## config.mk

```make
export PLATFORM = sky130hd
export DESIGN_NAME = bounded_counter
export DESIGN_NICKNAME = d
export VERILOG_FILES = /design/src/rtl/counter_pkg.sv /design/src/rtl/bounded_counter_next.sv /design/src/rtl/bounded_counter.sv
export SDC_FILE = /design/constraint.sdc
export NUM_CORES = 1
export LEC_CHECK = 0
export ABC_AREA = 1
export CAP_MARGIN = 15
export CORE_ASPECT_RATIO = 1.25
export CORE_MARGIN = 3
export CORE_UTILIZATION = 59
export DETAILED_ROUTE_END_ITERATION = 12
export PLACE_DENSITY = 0.88
export SETUP_SLACK_MARGIN = 0.02
export SLEW_MARGIN = 20
export SYNTH_ARGS = -nofsm -noshare
export SYNTH_HDL_FRONTEND = slang
export SYNTH_SLANG_ARGS = --single-unit
```

## constraint.sdc

```tcl
create_clock -name clk -period 5.25 [get_ports clk]
set_input_delay 0.7875 -clock clk [delete_from_list [all_inputs] [get_ports clk]]
set_output_delay 0.7875 -clock clk [all_outputs]
set_load 0.02 [all_outputs]
```

## src/rtl/counter_pkg.sv

```systemverilog
// Shared constants for the bounded counter family: overflow modes and default width.
package counter_pkg;
  localparam int unsigned CNT_DEFAULT_WIDTH = 8;
  localparam logic        CNT_WRAP          = 1'b0;
  localparam logic        CNT_SAT           = 1'b1;
endpackage

```

## src/rtl/bounded_counter_next.sv

```systemverilog
// Next-state logic for bounded_counter: purely combinational, zero latency.
// Priority: cfg_err > load > (inc xor dec) > hold. No backpressure.
module bounded_counter_next
  import counter_pkg::*;
#(
  parameter int unsigned WIDTH = CNT_DEFAULT_WIDTH
) (
  input  logic [WIDTH-1:0] i_q,
  input  logic [WIDTH-1:0] i_step,
  input  logic [WIDTH-1:0] i_lo,
  input  logic [WIDTH-1:0] i_hi,
  input  logic [WIDTH-1:0] i_d,
  input  logic             i_sat,
  input  logic             i_inc,
  input  logic             i_dec,
  input  logic             i_load,
  output logic [WIDTH-1:0] o_q_n,
  output logic             o_ovf_n,
  output logic             o_unf_n
);

  logic [WIDTH:0]   w_sum;
  logic [WIDTH-1:0] w_diff;
  logic [WIDTH-1:0] w_clamp;
  logic             w_over;
  logic             w_under;
  logic             w_cfg_err;
  logic             w_step_zero;

  // Sum keeps the carry so a wrap past 2^WIDTH still reads as an overflow.
  assign w_sum       = {1'b0, i_q} + {1'b0, i_step};
  assign w_diff      = i_q - i_step;
  assign w_over      = (w_sum > {1'b0, i_hi});
  assign w_under     = (i_q < i_step) || (w_diff < i_lo);
  assign w_cfg_err   = (i_lo > i_hi);
  assign w_step_zero = (i_step == '0);
  assign w_clamp     = (i_d < i_lo) ? i_lo : ((i_d > i_hi) ? i_hi : i_d);

  always_comb begin
    o_q_n   = i_q;
    o_ovf_n = 1'b0;
    o_unf_n = 1'b0;
    if (!w_cfg_err) begin
      if (i_load) begin
        o_q_n = w_clamp;
      end else if ((i_inc ^ i_dec) && !w_step_zero) begin
        if (i_inc) begin
          if (w_over) begin
            o_ovf_n = 1'b1;
            o_q_n   = (i_sat == CNT_SAT) ? i_hi : i_lo;
          end else begin
            o_q_n = w_sum[WIDTH-1:0];
          end
        end else begin
          if (w_under) begin
            o_unf_n = 1'b1;
            o_q_n   = (i_sat == CNT_SAT) ? i_lo : i_hi;
          end else begin
            o_q_n = w_diff;
          end
        end
      end
    end
  end

endmodule

```

## src/rtl/bounded_counter.sv

```systemverilog
// Up/down counter with runtime bounds, step and wrap/saturate mode; q/ovf/unf 1-cycle latency.
// Flags at_hi/at_lo/cfg_err are combinational from q/lo/hi. No backpressure.
module bounded_counter
  import counter_pkg::*;
#(
  parameter int unsigned      WIDTH   = CNT_DEFAULT_WIDTH,
  parameter logic [WIDTH-1:0] RST_VAL = '0
) (
  input  logic             clk,
  input  logic             rst,
  input  logic             i_load,
  input  logic             i_inc,
  input  logic             i_dec,
  input  logic [WIDTH-1:0] i_d,
  input  logic [WIDTH-1:0] i_step,
  input  logic [WIDTH-1:0] i_lo,
  input  logic [WIDTH-1:0] i_hi,
  input  logic             i_sat,
  output logic [WIDTH-1:0] o_q,
  output logic             o_ovf,
  output logic             o_unf,
  output logic             o_at_hi,
  output logic             o_at_lo,
  output logic             o_cfg_err
);

  logic [WIDTH-1:0] r_q;
  logic             r_ovf;
  logic             r_unf;
  logic [WIDTH-1:0] w_q_n;
  logic             w_ovf_n;
  logic             w_unf_n;

  bounded_counter_next #(
    .WIDTH (WIDTH)
  ) u_next (
    .i_q     (r_q),
    .i_step  (i_step),
    .i_lo    (i_lo),
    .i_hi    (i_hi),
    .i_d     (i_d),
    .i_sat   (i_sat),
    .i_inc   (i_inc),
    .i_dec   (i_dec),
    .i_load  (i_load),
    .o_q_n   (w_q_n),
    .o_ovf_n (w_ovf_n),
    .o_unf_n (w_unf_n)
  );

  always_ff @(posedge clk) begin
    if (rst) begin
      r_q   <= RST_VAL;
      r_ovf <= 1'b0;
      r_unf <= 1'b0;
    end else begin
      r_q   <= w_q_n;
      r_ovf <= w_ovf_n;
      r_unf <= w_unf_n;
    end
  end

  assign o_q       = r_q;
  assign o_ovf     = r_ovf;
  assign o_unf     = r_unf;
  assign o_at_hi   = (r_q == i_hi);
  assign o_at_lo   = (r_q == i_lo);
  assign o_cfg_err = (i_lo > i_hi);

endmodule
```

# == Word-level counts from Yosys, hierarchy flattened ==
# Cells that the tools add are included.
# word_totals
output_inout_bits,13
regBits,10
in_bits,38
# op_classes
n_reduce_logical,8
eq_ne,2
muxes,11
add_sub_neg,2
bitwise_logic,4
magnitude_cmp,6
# op_table
operator,count
8-bit 2-to-1 mux,9
8-bit < comparator,3
8-bit equality test,2
8-bit greater-than comparator,2
5-bit OR reduction,2
8-bit by 8-bit adder with 9-bit output,1
9-bit by 8-bit greater-than comparator with 1-bit output,1
8-bit logical NOT,1
8-bit subtractor,1
1-bit NOT,3
1-bit 2-to-1 mux,2
2-bit AND reduction,1
2-bit nonzero test,1
1-bit logical AND,1
1-bit logical NOT,1
1-bit logical OR,1
1-bit bitwise XOR,1

# == Longest topological paths before layout ==
# Gate-level depths: netlist (run 1).
# depth
ltp_word,7
ltp_mapped,27
ltp_nobuf,25

# == Modules after synthesis ==
# A second synthesis (run 1) with hierarchy kept.
# hier_totals
cells_unflattened,567
area_unflattened_um2,3330.7
# modules_own_cells
module,cells_per_inst,n_inst,area_per_inst_um2,seq_area_each_um2
bounded_counter_next,477,1,2656.3,0.0
bounded_counter,90,1,674.4,200.2

# == Worst setup path after synthesis (run 1) ==
# No wires, ideal clock.
# synth_timing
path_type,input port to flip-flop
startpoint,input i_step[0]
endpoint,"register r_q[1], in the netlist o_q[1]"
required_time_ns,5.141
stages,23
arrival_ns,3.151
setup_slack_ns,1.990
setup_time_ns,0.109
n_path_buf,1
cell_sequence,ha_1 > fa_1 > nand3_1 > nand2_2 > nand3_2 > nand2_1 > xor2_1 > inv_1 > ha_1 > nand2_1 > inv_1 > nand2_1 > nand2_1 > nand2_1 > nand2_1 > nand2_1 > nand2_2 > buf_6 > or2_0 > nand2_1 > nand3b_1 > nand2_1 > inv_1
# synth_via
elab_chain_cells,7
# synth_rtl
element,line,source
start: declaration,bounded_counter.sv:15,"input logic [WIDTH-1:0] i_step,"
8-bit subtractor,bounded_counter_next.sv:32,assign w_diff = i_q - i_step;
8-bit < comparator,bounded_counter_next.sv:34,assign w_under = (i_q < i_step) || (w_diff < i_lo);
1-bit logical OR,bounded_counter_next.sv:34,
8-bit 2-to-1 mux,bounded_counter_next.sv:55,if (w_under) begin
8-bit 2-to-1 mux,bounded_counter_next.sv:47,if (i_inc) begin
8-bit 2-to-1 mux,bounded_counter_next.sv:46,end else if ((i_inc ^ i_dec) && !w_step_zero) begin
8-bit 2-to-1 mux,bounded_counter_next.sv:44,if (i_load) begin
end signal: assignment,bounded_counter.sv:57,r_q <= w_q_n;
end: declaration,bounded_counter.sv:27,logic [WIDTH-1:0] r_q;
# Several ways; a longest one is shown, not always the timed one. The select of a mux whose other input is x is not followed.
# A chain may end at the register's enable or synchronous reset.

# == Worst setup path after layout (run 1) ==
# layout_timing
startpoint,input i_hi[7]
endpoint,output o_cfg_err
# layout_via
elab_chain_cells,1
# layout_rtl
element,line,source
start: declaration,bounded_counter.sv:17,"input logic [WIDTH-1:0] i_hi,"
8-bit greater-than comparator,bounded_counter.sv:68,assign o_cfg_err = (i_lo > i_hi);
end: declaration,bounded_counter.sv:24,output logic o_cfg_err
# No other way between the ends.

==> impl_metrics.json, run 1 <==
{
  "holdBufCountCts": 0,
  "setup_viol": 0,
  "postCtsSetupBuffers": 0,
  "wl_per_cell_microns": 15.3,
  "crit_required_ns": 4.46,
  "whs_ns": 0.672,
  "seq_area_frac_synth_pct": 6.93,
  "vias": 3302,
  "cts_tree": "built",
  "worst_ir_drop_vdd_v": 0.000129,
  "place_congestion": 0.982,
  "status": "finished, final reports clean",
  "grt_setup_unrepaired": "false",
  "reg2reg_depth": 20,
  "p_leak_nw": 1.82,
  "via_per_inst": 5.76,
  "gr-total-overflow": 0,
  "fin_ws_ns": 1.29,
  "areaGrowthSynthToFinish_pct": 18.9,
  "grt_pass1_wl_mm": 13.9,
  "powerDensity_mw_per_mm2": 219,
  "cts_buffers": 3,
  "yosys.area.top_type": "ha_1",
  "first_pass_iters": 7,
  "netlist_top_cells_area": "ha_1 (23%), nand2_1 (15%), inv_1 (9.6%)",
  "die_area_sq_mm": 0.00578,
  "cp.arrival_ns": 3.17,
  "gr-usage-all-layers_pct": 31.0,
  "hold_violations": 0,
  "cts_buffer_depth": 2,
  "tightest_slew_ns": 0.936,
  "skew_ns": 0.00140,
  "period_share_pct": 75.4,
  "min_period_ns": 3.96,
  "grt_max_degree": 33,
  "clock-sinks": 10,
  "cts_max_level": 1,
  "max_freq_mhz": 253,
  "cts_resized": 0,
  "n_antenna_cell": 0,
  "end_kind": "primary output",
  "cp-startpoint": "i_hi[7]",
  "layout.nets": 610,
  "clk_pin_slew_ns": 0.05,
  "cts-root-buf": "clkbuf_8",
  "relSlewSlack_pct": 37.4,
  "maxSlewViolCount": 0,
  "rows": 27,
  "finish.utilization_pct": 75.3,
  "crit_type": "input pin to primary output",
  "io_pins": 51,
  "start_util_pct": 63.3,
  "drt_wl_total_mm": 8.75,
  "die_h_microns": 84.2,
  "synth-seq-cells": 10,
  "max-cap-violations": 0,
  "syn_area_sq_mm": 0.00289,
  "synth_top_area_share_pct": 23.4,
  "r2r_end": "o_q[4]",
  "clk_latency_ns": 0.24,
  "drcViolationCount": 0,
  "portBuffers": 50,
  "cp_max_fo": 5,
  "drtIter0Drc": 249,
  "synth.avg_cell_area_sq_um": 6.09,
  "die_w_microns": 68.6,
  "ys_types": 37,
  "r2r_setup_slack_ns": 1.93,
  "crit_end": "o_cfg_err",
  "grt_pass1_vias": 3061,
  "core_area_sq_mm": 0.00456,
  "hold_path_class": "flop to flop",
  "drive_gt1_share_pct": 3.50,
  "antenna_found_initial": 0,
  "ant_nets": 0,
  "dp_hpwl_mm": 7.29,
  "fin_tns_setup_ns": 0,
  "ys_warn_count": 0,
  "synthCells": 474,
  "critPathLaunchType": "input pin",
  "synthesis.nets": 568,
  "place_ws_ns": 1.06,
  "r2r_start": "o_q[3]"
}
[flip-flops by register name, indices dropped and copies added (netlist names)]
register,flops
o_ovf,1
o_unf,1
o_q,8
[layout by cell type (no fill, tap or decap), types with 2 or more instances in the layout]
cell type and instances:
nand2_1 116, o21bai_1 2, nor3_1 3, clkbuf_8 4, a31oi_1 2, o211ai_1 8, nor2_1 20, o21ai_0 32
xor2_1 12, inv_2 3, nand3b_1 2, inv_1 74, a21oi_1 39, ha_1 54, nand2_2 3, fa_1 2
nand3_1 39, dfxtp_1 10, nor4_1 3, nand4_1 11, or2_2 3, clkdlybuf4s50_1 50, xnor2_1 11
[where the power goes]
| group | internal (W) | switching (W) | leakage, nW | total [W] |
|---|---|---|---|---|
| logic | 0.000212 | 0.000330 | 1.71 | 0.000542 |
| registers | 0.0000858 | 0.0000226 | 0.0826 | 0.000108 |
| clock network | 0.0000663 | 0.0000348 | 0.0288 | 0.000101 |
[cells in the mapped netlist, drive strengths merged]
| cell | count |
|---|---|
| a21o | 1 |
| dfxtp | 10 |
| xnor2 | 11 |
| nand3 | 40 |
| xor2 | 12 |
| nand3b | 2 |
| fa | 2 |
| o21ai | 34 |
| nor4 | 3 |
| o211ai | 8 |
| a21oi | 40 |
| nor2 | 21 |
| inv | 78 |
| o21bai | 2 |
| a31oi | 2 |
| ha | 54 |
| or2 | 4 |
| nand2 | 119 |
| buf | 8 |
| nand4 | 11 |
| nor3 | 3 |
| clkbuf | 5 |
| o21a | 1 |
| a21boi | 1 |
| o31ai | 1 |
| a211oi | 1 |
[metal layers]
metal / share of wire, % / vias up / global-route usage (%) / wire (microns)
li1: - / 1648 / - / -
met1: 40 / 1494 / 36.3 / 3490
met2: 51 / 142 / 56.7 / 4450
met3: 7.0 / 18 / 3.08 / 611
met4: 2.3 / 0 / 9.04 / 197
met5: 0 / - / 0 / 0
[final cells by class]
class	count	area (sq um)
Multi-Input combinational cell	373	2310
Fill cell	401	1130
Timing Repair Buffer	50	500
Inverter	78	295
Sequential cell	10	200
Tap cell	58	72.6
Clock buffer	4	55.1
[worst min-delay path by stage]
stage	start	slack (ns)	cells past startpoint	endpoint
6_report	o_q[2]	0.67	2	o_q[2]
5_1_grt	o_q[6]	0.70	2	o_q[6]
4_1_cts	o_q[2]	0.67	2	o_q[2]
3_5_place_dp	o_q[6]	0.66	2	o_q[6]
3_3_place_gp	o_q[2]	0.66	2	o_q[2]
2_1_floorplan	o_q[2]	0.67	2	o_q[2]
[stage by stage]
step                power, W  std cells  instance area [sq um]
floorplan           0.000496        474                   2890
global placement    0.000633        569                   3380
detailed placement  0.000644        569                   3380
CTS                 0.000744        573                   3430
global route        0.000830        573                   3430
finish              0.000752        573                   3430
[cells by family after synthesis]
logic type,synth area share [%]
xor+xnor,6.97
fa+ha+maj,24.8
flops,6.93
simple gates,30.6
buf+inv,13.1
compound gates,17.7
[worst max-delay path: stages]
cell	delay (ns)
clkdlybuf4s50_1	0.51
inv_1	0.13
ha_1	0.32
nand2_1	0.10
nor2_1	0.22
nand2_1	0.10
o211ai_1	0.11
nand2_1	0.17
inv_1	0.11
clkdlybuf4s50_1	0.61
(Power assumes the default switching activity.)
==> run 2, diff against run 1 <==
- CORE_UTILIZATION: 59 -> 50
- PLACE_DENSITY: 0.88 -> 0.79
- clock period: 5.25 -> 3.3 ns (I/O delays scaled with it)
==> run 2 against run 1 <==
Clock-buffer cell count unchanged; utilization grew 0.38 points; combinational power grew 120%; clock power rose by 60%; non-clock buffer count is 70 higher; routed wire length increased by 15%; cell area is 22% higher.
==> impl_metrics.json, run 2 (synthesized netlist as in run 1, its figures left out) <==
{
  "status": "finished, final reports clean",
  "grt_setup_unrepaired": "true",
  "end_kind": "flop",
  "crit_type": "input pin to flop",
  "grt_pass1_vias": 3474,
  "via_per_inst": 5.68,
  "cts_tree": "built",
  "fin_ws_ns": 0.142,
  "cp.arrival_ns": 3.33,
  "final_cell_mix": "nand2_1 (113), buf_4 (70), inv_1 (68)",
  "place_ws_ns": -0.483,
  "p_int_w": 0.000789,
  "drt_wl_total_mm": 10.0,
  "setup_viol": 0,
  "finish.utilization_pct": 75.7,
  "worst_ir_drop_vdd_v": 0.000231,
  "clock-sinks": 10,
  "grt_max_degree": 33,
  "cts_buffers": 3,
  "clk_pin_slew_ns": 0.05,
  "layout_commonest_cell": "nand2_1",
  "start_util_pct": 52.4,
  "min_period_ns": 3.16,
  "max-cap-violations": 0,
  "grt_pass1_wl_mm": 15.6,
  "tightest_slew_ns": 0.888,
  "r2r_start": "o_q[0]",
  "wl_per_cell_microns": 15.4,
  "p_clk_share_pct": 10.6,
  "clk_latency_ns": 0.24,
  "gr-usage-all-layers_pct": 28.8,
  "crit_required_ns": 3.47,
  "die_area_sq_mm": 0.00673,
  "powerDensity_mw_per_mm2": 365,
  "cts_buffer_depth": 2,
  "vias": 3692,
  "largest_reg_flops": 8,
  "r2r_setup_slack_ns": 0.24,
  "holdBufCountCts": 0,
  "first_pass_iters": 6,
  "critPathLaunchType": "input pin",
  "die_h_microns": 91.0,
  "areaGrowthSynthToFinish_pct": 44.6,
  "cts-root-buf": "clkbuf_8",
  "min_from": "o_q[7]",
  "io_pins": 51,
  "ant_nets": 0,
  "seqPwrFrac_pct": 10.5,
  "place_congestion": 0.953,
  "die_w_microns": 74.0,
  "instances_no_fill": 650,
  "relSlewSlack_pct": 40.6,
  "rows": 30,
  "cts_max_level": 1,
  "portBuffers": 50,
  "skew_ns": 0.00169,
  "drtIter0Drc": 325,
  "sw_frac_of_total_pct": 48.3,
  "hold_path_class": "flop to flop",
  "antenna_found_initial": 0,
  "fin_tns_setup_ns": 0,
  "drive_gt1_share_pct": 21.3,
  "hold_violations": 0,
  "n_antenna_cell": 0,
  "switching_power_w": 0.000736,
  "p_leak_nw": 2.21,
  "layout.nets": 681,
  "cp-startpoint": "i_step[0]",
  "dp.cells": 640,
  "dp_hpwl_mm": 7.93,
  "drcViolationCount": 0,
  "core_area_sq_mm": 0.00552,
  "combPwrFrac_pct": 78.8,
  "max_freq_mhz": 317,
  "maxSlewViolCount": 0,
  "period_share_pct": 95.7,
  "gr-total-overflow": 0,
  "cp_max_fo": 6
}
run 2: changes by cell type in the layout (fill, tap and decap cells not counted), moves of 5 or more:
| cell | delta |
|---|---|
| ha_1 | -10 |
| buf_4 | +70 |
| inv_1 | -6 |
| ha_4 | +8 |
| inv_2 | +6 |
| a21oi_2 | +5 |
| a21oi_1 | -5 |
| clkdlybuf4s50_1 | -7 |
run 2: layout make-up:
cell class                      count  area [sq um]
Inverter                           78           295
Timing Repair Buffer              120          1020
Tap cell                           64          80.1
Clock buffer                        4          55.1
Fill cell                         420          1340
Sequential cell                    10           200
Multi-Input combinational cell    374          2520
run 2: worst paths after layout:
| path | endpoint | cells past startpoint |
|---|---|---|
| setup / recovery | o_q[5] | 20 |
| hold / removal | o_q[7] | 2 |
| setup reg to reg | o_q[5] | 22 |
| hold reg to reg | o_q[7] | 2 |
run 2: stage by stage:
| step | hold WS [ns] | area (sq um) | total power [W] |
|---|---|---|---|
| after floorplan | 0.640 | 2890 | 0.000789 |
| after global placement | 0.661 | 3870 | 0.00117 |
| after detailed placement | 0.669 | 3870 | 0.00120 |
| after CTS | 0.671 | 4010 | 0.00140 |
| after global routing | 0.716 | 4180 | 0.00165 |
| final | 0.682 | 4180 | 0.00153 |
run 2: timing repair:
item,4_1_cts,5_1_grt
setup endpoints to repair,11,11
cloned,1,0
setup buffers,3,2
gates resized for setup,17,34
pin swaps,9,11
run 2: critical path, cell delays in order:
cell and delay, ns:
dlygate4sd2_1 0.22, buf_4 0.12, ha_1 0.15, inv_2 0.05
fa_2 0.39, a31oi_2 0.25, xor2_2 0.20, inv_1 0.08
ha_2 0.32, nand2_1 0.04, nor2_1 0.08, nand2_1 0.07
nand2_2 0.12, buf_4 0.14, nand2_4 0.07, a21oi_1 0.19
o21ai_1 0.11, nand2_1 0.07, nand2_1 0.04, a21oi_1 0.12
run 2: routing by layer:
metal | track usage, % | vias up | part of all wire [%]
met2 | 50.2 | 182 | 51
met4 | 13.4 | 0 | 4.3
met3 | 2.55 | 42 | 5.9
li1 | - | 1789 | -
met5 | 0 | - | 0
met1 | 34.4 | 1679 | 39
run 2: power by group through the flow:
| stage | registers (W) | clock network, W | logic [W] |
|---|---|---|---|
| after floorplan | 0.000182 | 0 | 0.000607 |
| after global placement | 0.000158 | 0 | 0.00101 |
| after detailed placement | 0.000158 | 0 | 0.00104 |
| after CTS | 0.000157 | 0.000160 | 0.00109 |
| after global routing | 0.000161 | 0.000165 | 0.00132 |
| final | 0.000161 | 0.000162 | 0.00120 |
==> run 3, diff against run 2 <==
- SETUP_SLACK_MARGIN: 0.02 -> 0.5
==> run 3 against run 2 <==
Routed wire length rose by 13%; combinational power up 21%; die area stayed put; first-iteration DRC count rose by 8.3%; critical path type is now flop to flop; worst hold slack worse by 0.0099 ns; critical path depth shrank 1; sequential share of layout area down 0.21 points; cell area rose by 8.5%; utilization rose by 6.4 points; non-clock buffer count is 13 higher; sequential power grew 6%; fmax about the same.
==> impl_metrics.json, run 3 (synthesized netlist as in run 1, its figures left out) <==
{
  "tightest_slew_ns": 0.601,
  "instances_no_fill": 663,
  "die_w_microns": 74.0,
  "critPathLaunchType": "flop",
  "worst_ir_drop_vdd_v": 0.000294,
  "cts_tree": "built",
  "gr-usage-all-layers_pct": 29.9,
  "ant_nets": 0,
  "period_share_pct": 95.6,
  "antenna_found_initial": 0,
  "fin_ws_ns": 0.144,
  "cp.arrival_ns": 3.30,
  "start_util_pct": 52.4,
  "p_total_w": 0.00179,
  "place_area_sq_mm": 0.00397,
  "first_pass_iters": 5,
  "drt_wl_total_mm": 11.4,
  "hold_violations": 0,
  "drcViolationCount": 0,
  "layout.nets": 694,
  "p_leak_nw": 2.32,
  "cts-root-buf": "clkbuf_8",
  "r2r_setup_slack_ns": 0.14,
  "drtIter0Drc": 352,
  "cts_buffers": 3,
  "via_per_inst": 5.86,
  "gr-total-overflow": 0,
  "rows": 30,
  "crit_path_max_incr_delay_ns": 0.38,
  "setup_viol": 0,
  "crit_type": "flop to flop",
  "max-cap-violations": 0,
  "grt_pass1_vias": 3500,
  "final_cell_mix": "nand2_1 (100), buf_4 (76), inv_1 (60)",
  "maxSlewViolCount": 0,
  "layout_commonest_cell": "nand2_1",
  "portBuffers": 50,
  "cp_cell_sequence": "inv_2 -> ha_4 -> inv_2 -> fa_2 -> a31oi_4 -> xor2_2 -> inv_1 -> ha_2 -> nand2_1 -> nor2_1 -> nand2_1 -> nand2_2 -> buf_4 -> nand3b_1 -> nand3_1 -> nand2_1 -> nand3b_1 -> nand2_1 -> inv_1",
  "min_period_ns": 3.16,
  "cp_common_cell": "nand2_1",
  "critPathTopFamily": "simple AND/OR/NAND/NOR gates",
  "crit_buf_inv": 5,
  "hold_path_class": "flop to flop",
  "skew_ns": 0.00641,
  "clk_latency_ns": 0.25,
  "vias": 3883,
  "largest_reg_flops": 8,
  "cts_buffer_depth": 2,
  "end_kind": "flop",
  "dp.cells": 639,
  "io_pins": 51,
  "critical_path.slowest_cell": "fa_2",
  "grt_pass1_wl_mm": 16.0,
  "die_h_microns": 91.0,
  "crit_required_ns": 3.45,
  "grt_max_degree": 20,
  "powerDensity_mw_per_mm2": 394,
  "relSlewSlack_pct": 59.8,
  "clk_pin_slew_ns": 0.06,
  "core_area_sq_mm": 0.00552,
  "n_antenna_cell": 0,
  "grt_setup_unrepaired": "true",
  "wl_per_cell_microns": 17.2,
  "drive_gt1_share_pct": 32.1,
  "design_area_sq_mm": 0.00453,
  "place_congestion": 0.908,
  "place_ws_ns": -0.446,
  "areaGrowthSynthToFinish_pct": 56.9,
  "holdBufCountCts": 0,
  "clock-sinks": 10,
  "cts_max_level": 1,
  "cp_max_fo": 3,
  "status": "finished, final reports clean",
  "die_area_sq_mm": 0.00673,
  "max_freq_mhz": 317,
  "dp_hpwl_mm": 7.92
}
-- run 3: cell types whose count changed in the layout (fill, tap and decap cells not counted), moves of 4 or more --
cell | before | now
nand2_1 | 113 | 100
nand3_1 | 39 | 27
nand2_2 | 4 | 15
nand3_2 | 1 | 12
buf_6 | 0 | 8
inv_1 | 68 | 60
buf_4 | 70 | 76
buf_2 | 0 | 5
a21oi_1 | 34 | 30
clkdlybuf4s50_1 | 43 | 39
dfxtp_1 | 10 | 6
inv_2 | 9 | 13
-- run 3: area by class of cell --
type	count	area, sq um
fill	337	986
multi-input combinational	374	2740
clock buffer	4	55.1
tap	64	80.1
sequential	10	208
timing repair buffer	133	1130
inverter	78	318
-- run 3: worst paths after layout --
check / start / to / cells past startpoint
min: o_q[3] / o_q[3] / 4
max reg2reg: o_q[0] / o_q[1] / 19
min reg2reg: o_q[3] / o_q[3] / 4
max: o_q[0] / o_q[1] / 19
-- run 3: layer usage --
layer	vias up	wire [microns]	track usage, %
met5	-	0	0
met4	0	581	13.6
met1	1778	4210	35.7
met3	58	852	1.77
li1	1821	-	-
met2	226	5740	53.0
-- run 3: repair_timing --
action                                  in CTS  in global routing
gates resized for setup                     81                 38
pin swaps                                   36                 19
endpoints found under the setup margin      12                 12
gates cloned                                 1                  0
setup buffers                               14                  5
-- run 3: power by group --
| part | internal, W | total [W] | switching (W) | leakage, nW |
|---|---|---|---|---|
| Clock | 0.000106 | 0.000168 | 0.0000619 | 0.0288 |
| Sequential | 0.000138 | 0.000170 | 0.0000314 | 0.0841 |
| Combinational | 0.000677 | 0.00145 | 0.000772 | 2.21 |
-- run 3: metrics by stage --
stage               hold WS [ns]  TNS [ns]  utilization, %
floorplan                  0.617         0               -
CTS                        0.596         0            78.9
detailed placement         0.619     -3.71            72.0
global placement           0.624     -2.67            72.0
finish                     0.673         0            82.1
global route               0.718         0            82.1
-- run 3: worst reg2reg max path, cell delays in order, from the launching register on --
cell	delay (ns)
dfxtp_4	0.37
inv_2	0.12
ha_4	0.16
inv_2	0.05
fa_2	0.38
a31oi_4	0.22
xor2_2	0.23
inv_1	0.08
ha_2	0.33
nand2_1	0.05
nor2_1	0.08
nand2_1	0.07
nand2_2	0.13
buf_4	0.13
nand3b_1	0.11
nand3_1	0.13
nand2_1	0.08
nand3b_1	0.18
nand2_1	0.11
inv_1	0.05
